$ cat src/rtl/ysyx_25040109_lsu_pkg.sv
// rtl/ysyx_25040109_lsu_pkg.sv - shared encodings and FSM state type for the load/store unit
// Purpose: access-size codes, upstream status codes, AXI response codes and the LSU state enum.
// Ports: none (package).
package ysyx_25040109_lsu_pkg;

    localparam logic [1:0] SZ_B   = 2'd0;
    localparam logic [1:0] SZ_H   = 2'd1;
    localparam logic [1:0] SZ_W   = 2'd2;
    localparam logic [1:0] SZ_ILL = 2'd3;

    localparam logic [1:0] ERR_OK       = 2'd0;
    localparam logic [1:0] ERR_BUS      = 2'd1;
    localparam logic [1:0] ERR_MISALIGN = 2'd2;
    localparam logic [1:0] ERR_SIZE     = 2'd3;

    localparam logic [1:0] RESP_OKAY   = 2'b00;
    localparam logic [1:0] RESP_SLVERR = 2'b10;

    typedef enum logic [2:0] {
        S_IDLE,
        S_AR,
        S_R,
        S_WR,
        S_B,
        S_RESP
    } lsu_state_e;

endpackage

$ cat src/rtl/ysyx_25040109_lsu_ext.sv
// rtl/ysyx_25040109_lsu_ext.sv - byte-lane extract/extend and write-strobe generation
// Purpose: pulls the addressed byte/half/word out of a 32-bit bus word and zero/sign-extends it;
//          the same size/offset pair yields the store byte-enable mask.
// Ports: i_word (bus word), i_off (byte offset), i_size (access size), i_sext (sign-extend),
//        o_data (extended result), o_strb (byte enables shifted to the offset).
module ysyx_25040109_lsu_ext
    import ysyx_25040109_lsu_pkg::*;
(
    input  logic [31:0] i_word,
    input  logic [1:0]  i_off,
    input  logic [1:0]  i_size,
    input  logic        i_sext,
    output logic [31:0] o_data,
    output logic [3:0]  o_strb
);

    logic [31:0] w_shift;

    assign w_shift = i_word >> {i_off, 3'b000};

    always_comb begin
        o_data = w_shift;
        o_strb = 4'b0000;
        case (i_size)
            SZ_B: begin
                o_data = {{24{i_sext & w_shift[7]}}, w_shift[7:0]};
                o_strb = 4'b0001 << i_off;
            end
            SZ_H: begin
                o_data = {{16{i_sext & w_shift[15]}}, w_shift[15:0]};
                o_strb = 4'b0011 << i_off;
            end
            SZ_W: begin
                o_data = w_shift;
                o_strb = 4'b1111 << i_off;
            end
            default: begin
                o_data = w_shift;
                o_strb = 4'b0000;
            end
        endcase
    end

endmodule

$ cat src/rtl/ysyx_25040109_lsu.sv
// rtl/ysyx_25040109_lsu.sv - load/store unit bridging execute-stage requests to the dmem AXI-lite port
// Purpose: one request at a time; size/alignment checks, AR/R or AW/W/B master sequencing,
//          load data extraction, one buffered response with status, saturating OK counters.
// Ports: clk, rst (async active-low); req_* (request handshake and payload);
//        resp_* (response handshake, data, status); dmem_* (AXI-lite-style master channels);
//        load_cnt / store_cnt (retired OK loads / stores).
module ysyx_25040109_lsu
    import ysyx_25040109_lsu_pkg::*;
#(
    parameter int CNT_W          = 32,
    parameter int CHECK_MISALIGN = 1
) (
    input  logic             clk,
    input  logic             rst,
    input  logic             req_valid,
    output logic             req_ready,
    input  logic [31:0]      req_addr,
    input  logic [31:0]      req_wdata,
    input  logic             req_wen,
    input  logic [1:0]       req_size,
    input  logic             req_sext,
    output logic             resp_valid,
    input  logic             resp_ready,
    output logic [31:0]      resp_rdata,
    output logic [1:0]       resp_err,
    output logic [31:0]      dmem_araddr,
    output logic             dmem_arvalid,
    input  logic             dmem_arready,
    input  logic [31:0]      dmem_rdata,
    input  logic             dmem_rvalid,
    output logic             dmem_rready,
    input  logic [1:0]       dmem_rresp,
    output logic [31:0]      dmem_awaddr,
    output logic             dmem_awvalid,
    input  logic             dmem_awready,
    output logic [31:0]      dmem_wdata,
    output logic [3:0]       dmem_wstrb,
    output logic             dmem_wen,
    output logic             dmem_wvalid,
    input  logic             dmem_wready,
    input  logic [1:0]       dmem_bresp,
    input  logic             dmem_bvalid,
    output logic             dmem_bready,
    output logic [CNT_W-1:0] load_cnt,
    output logic [CNT_W-1:0] store_cnt
);

    localparam logic [CNT_W-1:0] CNT_ONE = {{(CNT_W-1){1'b0}}, 1'b1};
    localparam logic [CNT_W-1:0] CNT_MAX = {CNT_W{1'b1}};

    lsu_state_e       r_state;
    lsu_state_e       w_next;
    logic [31:0]      r_addr;
    logic [31:0]      r_wdata;
    logic             r_wen;
    logic [1:0]       r_size;
    logic             r_sext;
    logic             r_aw_done;
    logic             r_w_done;
    logic [31:0]      r_rdata;
    logic [1:0]       r_err;
    logic [CNT_W-1:0] r_load_cnt;
    logic [CNT_W-1:0] r_store_cnt;

    logic             w_req_fire;
    logic             w_misalign;
    logic [1:0]       w_chk_err;
    logic [31:0]      w_ext_data;
    logic [3:0]       w_strb;

    assign req_ready  = (r_state == S_IDLE);
    assign w_req_fire = req_valid && req_ready;

    assign w_misalign = (CHECK_MISALIGN != 0) &&
                        (((req_size == SZ_H) && req_addr[0]) ||
                         ((req_size == SZ_W) && (req_addr[1:0] != 2'b00)));

    // Illegal size outranks misalignment.
    always_comb begin
        w_chk_err = ERR_OK;
        if (req_size == SZ_ILL) begin
            w_chk_err = ERR_SIZE;
        end else if (w_misalign) begin
            w_chk_err = ERR_MISALIGN;
        end
    end

    // Load extraction works on the live R-channel word; the strobe depends only on latched fields.
    ysyx_25040109_lsu_ext u_ext (
        .i_word (dmem_rdata),
        .i_off  (r_addr[1:0]),
        .i_size (r_size),
        .i_sext (r_sext),
        .o_data (w_ext_data),
        .o_strb (w_strb)
    );

    // Every dmem output comes from state or latched registers, never from a dmem input.
    assign dmem_araddr  = r_addr;
    assign dmem_arvalid = (r_state == S_AR);
    assign dmem_rready  = (r_state == S_R);
    assign dmem_awaddr  = r_addr;
    assign dmem_awvalid = (r_state == S_WR) && !r_aw_done;
    assign dmem_wdata   = r_wdata;
    assign dmem_wstrb   = w_strb;
    assign dmem_wen     = (r_state == S_WR);
    assign dmem_wvalid  = (r_state == S_WR) && !r_w_done;
    assign dmem_bready  = (r_state == S_B);
    assign resp_valid   = (r_state == S_RESP);
    assign resp_rdata   = r_rdata;
    assign resp_err     = r_err;
    assign load_cnt     = r_load_cnt;
    assign store_cnt    = r_store_cnt;

    always_ff @(posedge clk or negedge rst) begin
        if (!rst) begin
            r_state <= S_IDLE;
        end else begin
            r_state <= w_next;
        end
    end

    always_comb begin
        w_next = r_state;
        case (r_state)
            S_IDLE: begin
                if (w_req_fire) begin
                    if (w_chk_err != ERR_OK) begin
                        w_next = S_RESP;
                    end else if (req_wen) begin
                        w_next = S_WR;
                    end else begin
                        w_next = S_AR;
                    end
                end
            end
            S_AR:   if (dmem_arready) w_next = S_R;
            S_R:    if (dmem_rvalid) w_next = S_RESP;
            // A channel counts as done if it finished earlier or fires this cycle.
            S_WR:   if ((r_aw_done || dmem_awready) && (r_w_done || dmem_wready)) w_next = S_B;
            S_B:    if (dmem_bvalid) w_next = S_RESP;
            S_RESP: if (resp_ready) w_next = S_IDLE;
            default: w_next = S_IDLE;
        endcase
    end

    always_ff @(posedge clk or negedge rst) begin
        if (!rst) begin
            r_addr      <= 32'd0;
            r_wdata     <= 32'd0;
            r_wen       <= 1'b0;
            r_size      <= SZ_B;
            r_sext      <= 1'b0;
            r_aw_done   <= 1'b0;
            r_w_done    <= 1'b0;
            r_rdata     <= 32'd0;
            r_err       <= ERR_OK;
            r_load_cnt  <= '0;
            r_store_cnt <= '0;
        end else begin
            case (r_state)
                S_IDLE: begin
                    if (w_req_fire) begin
                        r_addr    <= req_addr;
                        r_wdata   <= req_wdata;
                        r_wen     <= req_wen;
                        r_size    <= req_size;
                        r_sext    <= req_sext;
                        r_aw_done <= 1'b0;
                        r_w_done  <= 1'b0;
                        r_rdata   <= 32'd0;
                        r_err     <= w_chk_err;
                    end
                end
                S_R: begin
                    if (dmem_rvalid) begin
                        if (dmem_rresp != RESP_OKAY) begin
                            r_rdata <= 32'd0;
                            r_err   <= ERR_BUS;
                        end else begin
                            r_rdata <= w_ext_data;
                            r_err   <= ERR_OK;
                        end
                    end
                end
                S_WR: begin
                    if (dmem_awready) r_aw_done <= 1'b1;
                    if (dmem_wready)  r_w_done  <= 1'b1;
                end
                S_B: begin
                    if (dmem_bvalid) begin
                        r_rdata <= 32'd0;
                        r_err   <= (dmem_bresp != RESP_OKAY) ? ERR_BUS : ERR_OK;
                    end
                end
                S_RESP: begin
                    if (resp_ready && (r_err == ERR_OK)) begin
                        if (r_wen) begin
                            if (r_store_cnt != CNT_MAX) r_store_cnt <= r_store_cnt + CNT_ONE;
                        end else begin
                            if (r_load_cnt != CNT_MAX) r_load_cnt <= r_load_cnt + CNT_ONE;
                        end
                    end
                end
                default: begin
                    r_rdata <= r_rdata;
                end
            endcase
        end
    end

endmodule

$ cat config.mk
export PLATFORM = sky130hd
export DESIGN_NAME = ysyx_25040109_lsu
export DESIGN_NICKNAME = d
export VERILOG_FILES = /design/src/rtl/ysyx_25040109_lsu_pkg.sv /design/src/rtl/ysyx_25040109_lsu_ext.sv /design/src/rtl/ysyx_25040109_lsu.sv
export SDC_FILE = /design/constraint.sdc
export NUM_CORES = 1
export LEC_CHECK = 0
export CORE_ASPECT_RATIO = 1.2
export CORE_UTILIZATION = 45
export DETAILED_ROUTE_END_ITERATION = 6
export PLACE_DENSITY = 0.92
export SLEW_MARGIN = 20
export SYNTH_ARGS = -nofsm -noshare
export SYNTH_HDL_FRONTEND = slang
export SYNTH_HIERARCHICAL = 1
export SYNTH_SLANG_ARGS = --single-unit
$ cat constraint.sdc
create_clock -name clk -period 2.65 [get_ports clk]
set_input_delay 0.795 -clock clk [delete_from_list [all_inputs] [get_ports clk]]
set_output_delay 0.795 -clock clk [all_outputs]
set_load 0.01 [all_outputs]
==> flow_summary.ini <==
[run_status]
status = completed

[power]
p_per_area_nw_per_um2 = 897
p_sw_share_pct = 36.0
leakagePower_uw = 0.00580
finalPower_uw = 11300
switchingPower_uw = 4060
p_int_uw = 7200
seq_power_share_pct = 33.0
pwr-share-comb_pct = 44.2
vdd.ir_drop.worst_v = 0.000665
pwr-share-clk_pct = 22.7

[placed_design]
placed_area_um2 = 11900
port_buffers = 318
place_congestion = 0.946
dp_hpwl_um = 19000

[critical_path]
rrSetupSlack_ns = 0.44
crit_path_max_fanout = 7
r2r_cells = 6
worstPathRequired_ns = 1.86
criticalPathCategory = flip-flop to output pin
end_kind = output pin
crit_path_start_kind = flip-flop
cp.arrival_ns = 1.80

[yosys]
synth_area_um2 = 8510
synth_seq_cells = 171
yosys_warnings = 6
synth-edff-count = 0
ys_seq_area_share_pct = 50.3
ys_types = 59
async_reset_ff_share_pct = 100
synthFlopType = dfrtp_1
synth_commonest_cells = nand2_1 (319), dfrtp_1 (171), nand3_1 (77), xnor2_1 (44), buf_4 (36)
yosys.area.top_type_share_pct = 50.3
syn_area_per_cell_um2 = 9.13
synth_top_area_cell = dfrtp_1
postSynthNetCount = 1051
synth.most_common_cell = nand2_1
syn_inst = 932
synth_area_leaders = dfrtp_1 (50%), nand2_1 (14%), nand3_1 (4.5%), xnor2_1 (4.5%), buf_4 (3.2%)

[global_routing]
antenna_found_initial = 1
grt_pass1_vias = 7804
grt_use_total_pct = 26.7
grt_start_max_net_pins = 64
grt_pass1_wl_um = 40600
grt.overflow.total = 0

[finish]
fin_nets = 1350
num-fill-cells = 1404
final_core_util_pct = 68.3
drive_gt1_share_pct = 9.49
n_antenna_cell = 0
area_growth_pct = 47.5
postLayoutCellArea_um2 = 12600
ff_latch_area_um2 = 4280
multi_input_comb_area_um2 = 3770

[timing]
fin_crit_sh_pct = 97.7
max_freq_mhz = 386
rsz0062_at_grt = false
tightest_slew_ns = 0.724
finalSetupViolCount = 0
max_slew_margin_pct = 51.3
finalMaxSlewViolations = 0
fin_skew_ns = 0.0119
finalHoldViolCount = 0
min_period_ns = 2.59

[floorplanning]
start_util_pct = 46.3
fp.dieH_um = 153
coreArea_um2 = 18400
ios = 319
die_w_um = 128
dieArea_um2 = 19500
rows = 54

[route]
drc = 0
drt-total-wl_um = 25400
vias = 7916
viasPerCell = 5.29
drt_pass1_iterations = 5
wl_per_cell_um = 17.0
drtIter0Drc = 456
detail-route-antenna-nets = 0

[cts]
cts.sinks = 171
ctsLongestPathBuffers = 2
cts_tree = yes
htree_levels = 4
numCtsBuffers = 17
postCtsHoldBufs = 0
cts_root_buf = clkbuf_16
clkTransAtPathRegs_ns = 0.07
cts_setup_buffers = 0
clock_latency_ns = 0.43

[flow_run]
max_cap_viol_count = 0

[worst_hold_path]
min_path_type = primary input to asynchronous set/reset pin
==> layer usage <==
metal,track usage [%],part of all wire [%]
met5,0,0.067
met2,45.2,51
met4,12.9,3.6
met3,5.97,6.8
met1,31.9,39
==> final cells by class <==
class / count / area share (%)
Clock buffer: 21 / 3.83
Clock inverter: 11 / 1.06
Inverter: 10 / 0.299
Multi-Input combinational cell: 676 / 30.0
Sequential cell: 171 / 34.1
Tap cell: 252 / 2.51
Timing Repair Buffer: 355 / 28.2
==> kinds of logic (layout without fill, tap and decap cells) <==
| family | after synthesis | in the layout | share of synthesized area (%) |
|---|---|---|---|
| AO/OA/AOI/OAI | 54 | 54 | 5.04 |
| XOR/XNOR | 58 | 58 | 5.97 |
| adder cells (fa/ha/maj) | 6 | 6 | 0.882 |
| buffers and inverters | 85 | 397 | 5.88 |
| flip-flops | 171 | 171 | 50.3 |
| multiplexers | 26 | 26 | 3.32 |
| AND/OR/NAND/NOR | 532 | 532 | 28.6 |
==> flip-flops by register name, indices dropped and copies added (netlist names) <==
register,flops
resp_rdata,32
dmem_araddr,32
load_cnt,32
r_w_done,1
dmem_wdata,32
r_sext,1
r_size,2
store_cnt,32
r_state,3
r_aw_done,1
resp_err,2
r_wen,1
==> critical path, stage by stage (launching register included) <==
cell and delay, ns:
dfrtp_2 0.45, inv_1 0.12, and3_1 0.25, clkdlybuf4s50_1 0.56
==> final timing paths <==
| kind | start | end |
|---|---|---|
| worst max-delay path | r_state[1] | dmem_bready |
| worst min-delay path | rst | dmem_araddr[15] |
| worst max register to register | load_cnt[0] | load_cnt[1] |
| worst min register to register | resp_rdata[5] | resp_rdata[5] |
| max in group asynchronous | rst | dmem_wdata[6] |
| min in group clk | resp_rdata[5] | resp_rdata[5] |
==> power by group through the flow <==
stage / logic (uW) / registers, uW / clock network [uW]
finish: 4980 / 3720 / 2560
global route: 5390 / 3800 / 2720
CTS: 4990 / 3710 / 2620
detailed placement: 4970 / 3740 / 0
global placement: 4870 / 3700 / 0
floorplan: 2480 / 3880 / 0
==> placed cells by master (no fill, tap or decap), types with 17 or more instances in the layout <==
cell type	count
nor3_1	19
nand2_1	318
nor2_1	19
buf_4	31
o21ai_0	17
clkdlybuf4s50_1	307
nand4_1	32
nand3_1	77
xnor2_1	44
clkbuf_16	17
dfrtp_1	168
==> timing repair <==
action / 4_1_cts / 5_1_grt
gates resized for setup: 10 / 15
cloned: 0 / 0
endpoints found under the setup margin: 9 / 9
==> per-stage QoR <==
| step | std cells | setup slack [ns] | hold WS, ns | TNS, ns |
|---|---|---|---|---|
| 2_1_floorplan | 932 | 0.474 | 0.482 | 0 |
| 3_5_place_dp | 1464 | -0.134 | 0.455 | -1.79 |
| 3_3_place_gp | 1464 | -0.0985 | 0.449 | -0.791 |
| 4_1_cts | 1496 | -0.115 | 0.325 | -0.450 |
| 6_report | 1496 | 0.0599 | 0.318 | 0 |
| 5_1_grt | 1496 | 0.00185 | 0.350 | 0 |
Power figures use the tool's default switching activity.
